--- src/rtl/gpr_scoreboard.sv ---
// General register file with a per-register pending-write scoreboard.
// Reads are combinational with write-through bypass from the WB port.
module gpr_scoreboard #(
    parameter int DATA_W = 16,
    parameter int NREG   = 16,
    parameter int CNT_W  = 2
) (
    input  logic              clk,
    input  logic              rst,
    input  logic [3:0]        r0_num_i,
    input  logic [3:0]        r1_num_i,
    output logic [DATA_W-1:0] r0_data_o,
    output logic [DATA_W-1:0] r1_data_o,
    input  logic              w_reserve_i,
    input  logic [3:0]        rsv_num_i,
    output logic [NREG-1:0]   reserved_o,
    input  logic              wb_i,
    input  logic [3:0]        wbr_num_i,
    input  logic [DATA_W-1:0] wb_data_i,
    output logic              rsv_full_o,
    output logic              err_o
);

    localparam logic [CNT_W-1:0] CNT_MAX = {CNT_W{1'b1}};
    localparam logic [CNT_W-1:0] CNT_ONE = CNT_W'(1);

    logic [DATA_W-1:0] regs     [NREG];
    logic [CNT_W-1:0]  cnt      [NREG];
    logic [CNT_W-1:0]  cnt_next [NREG];
    logic              err;
    logic              err_set;
    logic [NREG-1:0]   reserved;

    always_comb begin
        err_set  = 1'b0;
        reserved = '0;
        for (int i = 0; i < NREG; i++) begin
            cnt_next[i] = cnt[i];
            if (w_reserve_i && rsv_num_i == 4'(i) && !(wb_i && wbr_num_i == 4'(i))) begin
                if (cnt[i] != CNT_MAX) cnt_next[i] = cnt[i] + CNT_ONE;
                else                   err_set     = 1'b1;
            end else if (wb_i && wbr_num_i == 4'(i) && !(w_reserve_i && rsv_num_i == 4'(i))) begin
                if (cnt[i] != '0) cnt_next[i] = cnt[i] - CNT_ONE;
                else              err_set     = 1'b1;
            end
            // A retiring last write already reads as free; new reserves show up next cycle.
            if (wb_i && wbr_num_i == 4'(i) && cnt[i] != '0)
                reserved[i] = (cnt[i] - CNT_ONE) != '0;
            else
                reserved[i] = cnt[i] != '0;
        end
    end

    always_ff @(posedge clk) begin
        if (rst) begin
            for (int i = 0; i < NREG; i++) begin
                regs[i] <= '0;
                cnt[i]  <= '0;
            end
            err <= 1'b0;
        end else begin
            if (wb_i) regs[wbr_num_i] <= wb_data_i;
            for (int i = 0; i < NREG; i++) cnt[i] <= cnt_next[i];
            if (err_set) err <= 1'b1;
        end
    end

    assign r0_data_o  = (wb_i && wbr_num_i == r0_num_i) ? wb_data_i : regs[r0_num_i];
    assign r1_data_o  = (wb_i && wbr_num_i == r1_num_i) ? wb_data_i : regs[r1_num_i];
    assign reserved_o = reserved;
    assign rsv_full_o = (cnt[rsv_num_i] == CNT_MAX) && !(wb_i && wbr_num_i == rsv_num_i);
    assign err_o      = err;

endmodule

--- config.mk ---
export PLATFORM = sky130hd
export DESIGN_NAME = gpr_scoreboard
export DESIGN_NICKNAME = d
export VERILOG_FILES = /design/src/rtl/gpr_scoreboard.sv
export SDC_FILE = /design/constraint.sdc
export NUM_CORES = 1
export LEC_CHECK = 0
export ABC_AREA = 1
export CAP_MARGIN = 40
export CORE_MARGIN = 1
export CORE_UTILIZATION = 30
export DETAILED_ROUTE_END_ITERATION = 7
export MAX_ROUTING_LAYER = met4
export PLACE_DENSITY = 0.51
export SYNTH_ARGS = -nofsm -noshare
export SYNTH_HDL_FRONTEND = slang
export SYNTH_SLANG_ARGS = --single-unit
--- constraint.sdc ---
create_clock -name clk -period 4.9 [get_ports clk]
set_clock_uncertainty 0.05 [all_clocks]
set_input_delay 0.49 -clock clk [delete_from_list [all_inputs] [get_ports clk]]
set_output_delay 0.49 -clock clk [all_outputs]
set_load 0.01 [all_outputs]
==> run metrics <==
run status=complete, no violations; commonest non-fill, non-tap cell in the layout=nand2_1; Avg Cell Area, Syn=7.38 sq um; Largest delay share family, worst path=buffers and inverters; vias in the first global route=17012; initial antenna violation count=2; Slew HR=about two fifths; post-DR wirelength/cell=19.7 microns; DRC=0; top cell type's share of synthesized area=around two fifths; global route overflow=0; Peak Freq=0.265 GHz; Die X=253 microns; Port-buffer cells=85; Post-CTS Setup Bufs=0; hold-critical path depth=2; FF-to-FF setup slack=approximately 3.4 ns; ys async rst share=0%; period utilization=77.0%; Clock Sink Count=roughly 290; design area=around 22000 sq um; Logic pwr share=15.4%; Crit path arrival time=3.23 ns; worst skew pair latency=0.56 ns; dpl cell area=between 20000 and 25000 sq um; Max Cap Viol=0; Seq pwr share=42.4%; layout cells sized above 1=5.53%; Post-Route WL=67800 microns; Initial DRC Count=1963; library cells used by synthesis=32; crit path max-delay cell type=clkdlybuf4s50_1; NetSw=between 1.5 and 2 mW; die height=253 microns; hold-fix buffer count after cts=0; FF-to-FF path depth=10; CP dominant cell by count=nor2_1; clock network fraction of design power=42.2%; count of flip-flops with a built-in enable after synthesis=256; Worst Setup End Kind=primary output; Buf+Inv Stages, Crit Path=3; routed via count=17231; peak per-stage delay on the critical path=slightly above 0.8 ns; largest net degree at the start of global routing=129; Final Hold Fails=0; post-synthesis sequential area ratio=44.3%; Critical Path, Cell by Cell=clkdlybuf4s50_1 > inv_1 > nor2_1 > nand2_1 > o21ai_0 > o21ai_0 > nand2_1 > nor2_1 > nor2_1 > clkdlybuf4s50_1; GP Congestion=~0.94; startpoint types=primary input; reg2reg end=err_o; core area=61800 sq um; RSZ-0062 raised after global routing=no; die area=63800 sq um; cell count after synthesis=2552; Final TNS setup=0 ns; number of vias per cell=5.01; Syn Std Cell Area=18800 sq um; Detailed Place HPWL=45400 microns; actual slew at the worst max-slew pin=0.908 ns; reg2reg start=cnt[6][0]; Top FF cell, synth=edfxtp_1; Sw Share=approximately 28%; CTS max path bufs=3; internal power=4.84 mW; required time of the critical path=4.36 ns; Power per Cell Area=a little over 300 nW/um^2; number of routed nets with antenna violations=0; Setup Crit Path Kind=primary input to primary output; most frequent cells in the layout=nand2_1 (721), nand3_1 (389), inv_1 (346); post-cts gate resize count=0; Ys Warns=0; Root Driver=clkbuf_16; synth top area cells=edfxtp_1 (41%), nand2_1 (14%), nand3_1 (10%); Top-Level Pins=86; H-tree level count=2; Final #Nets=about 2700; min-delay src=cnt[15][1]; syn nets=2668; Area growth, synth to finish=16.3%; CTS tree=yes; row count=91; final slew viol count=0; Pre-Repair DR Iteration Count=6; endpoints failing setup=0; Tmin final=between 3 and 4 ns; number of synthesized register bits=slightly below 300; starting density of the core=30.5%; total CTS buffers=37; endpoint of the worst hold-timing path=cnt[15][1]; Peak supply drop=0.213 mV; HP Class=register to register; global-route wire length before repair=102000 microns; GRT Total Usage=a little over a fifth; CP max FO=11; area leader, netlist=edfxtp_1; Leakage=between 9 and 10 nW; WHS=0.484 ns; Reg clk slew, reported paths=0.06 ns
-- through the flow --
stage	util [%]	setup WS [ns]	instances	power, mW
after floorplan	-	2.79	2552	3.48
after global placement	32.7	1.10	3350	3.87
after detailed placement	33.4	1.27	3371	3.92
after CTS	35.4	1.23	3439	6.76
after global routing	35.4	1.03	3442	6.96
final	35.4	1.13	3442	6.73
-- logic make-up after synthesis --
| kind of cell | count (synthesis) | synth area share (%) |
|---|---|---|
| AND/OR/NAND/NOR | 1489 | 33.1 |
| flip-flops | 289 | 44.3 |
| XOR/XNOR | 16 | 0.744 |
| AO/OA/AOI/OAI | 168 | 5.52 |
| adder cells (fa/ha/maj) | 80 | 5.32 |
| buffers and inverters | 510 | 11.0 |
-- worst register-to-register path: stages (launching register included) --
cell     delay, ns
dfxtp_1       0.42
inv_1         0.10
ha_1          0.20
inv_1         0.08
nor2_1        0.04
nand2_1       0.06
nand2_1       0.11
nor2_1        0.11
nand2_1       0.06
nor2_1        0.10
a21oi_1       0.07
-- final cells by class --
| type | instances | area (sq um) |
|---|---|---|
| Tap cell | 837 | 1050 |
| Inverter | 360 | 1350 |
| Fill cell | 6428 | 39900 |
| Clock inverter | 22 | 253 |
| Timing Repair Buffer | 133 | 1510 |
| Sequential cell | 289 | 8350 |
| Clock buffer | 46 | 981 |
| Antenna cell | 2 | 5.00 |
| Multi-Input combinational cell | 1753 | 8410 |
-- how the worst max path moves through the flow --
stage	to	slack [ns]	from	cells after the start
3_5_place_dp	rsv_full_o	1.27	rsv_num_i[1]	10
5_1_grt	rsv_full_o	1.03	rsv_num_i[1]	10
3_3_place_gp	r1_data_o[5]	1.10	r1_num_i[1]	7
4_1_cts	rsv_full_o	1.23	rsv_num_i[1]	10
2_1_floorplan	cnt[8][0]	2.79	rsv_num_i[0]	10
6_report	rsv_full_o	1.13	rsv_num_i[1]	10
-- power groups by stage --
stage	combinational, mW	clock (mW)	sequential [mW]
floorplan	0.592	0	2.89
global placement	0.964	0	2.90
detailed placement	1.02	0	2.90
CTS	1.02	2.88	2.85
global route	1.13	2.97	2.87
finish	1.04	2.84	2.85
-- cell usage after synthesis (all sizes together) (9+ instances only) --
library cell and n:
nor2 348, nand2 737, a21oi 42, xnor2 16, clkbuf 68, o21ai 44
inv 357, nand3 389, dfxtp 33, ha 80, edfxtp 256, buf 82
o211ai 64, a211oi 9
-- state kept, by name, indices dropped and copies added (netlist names) --
name   cells
err_o      1
cnt       32
regs     256
-- metal layers --
layer	vias up	track usage, %	share of wire, %
li1	8214	-	-
met1	8122	28.6	44
met2	751	33.8	44
met3	144	3.78	8.1
met4	0	8.21	3.3
met5	-	-	0
Note: power is estimated with default switching activity, not from simulation.
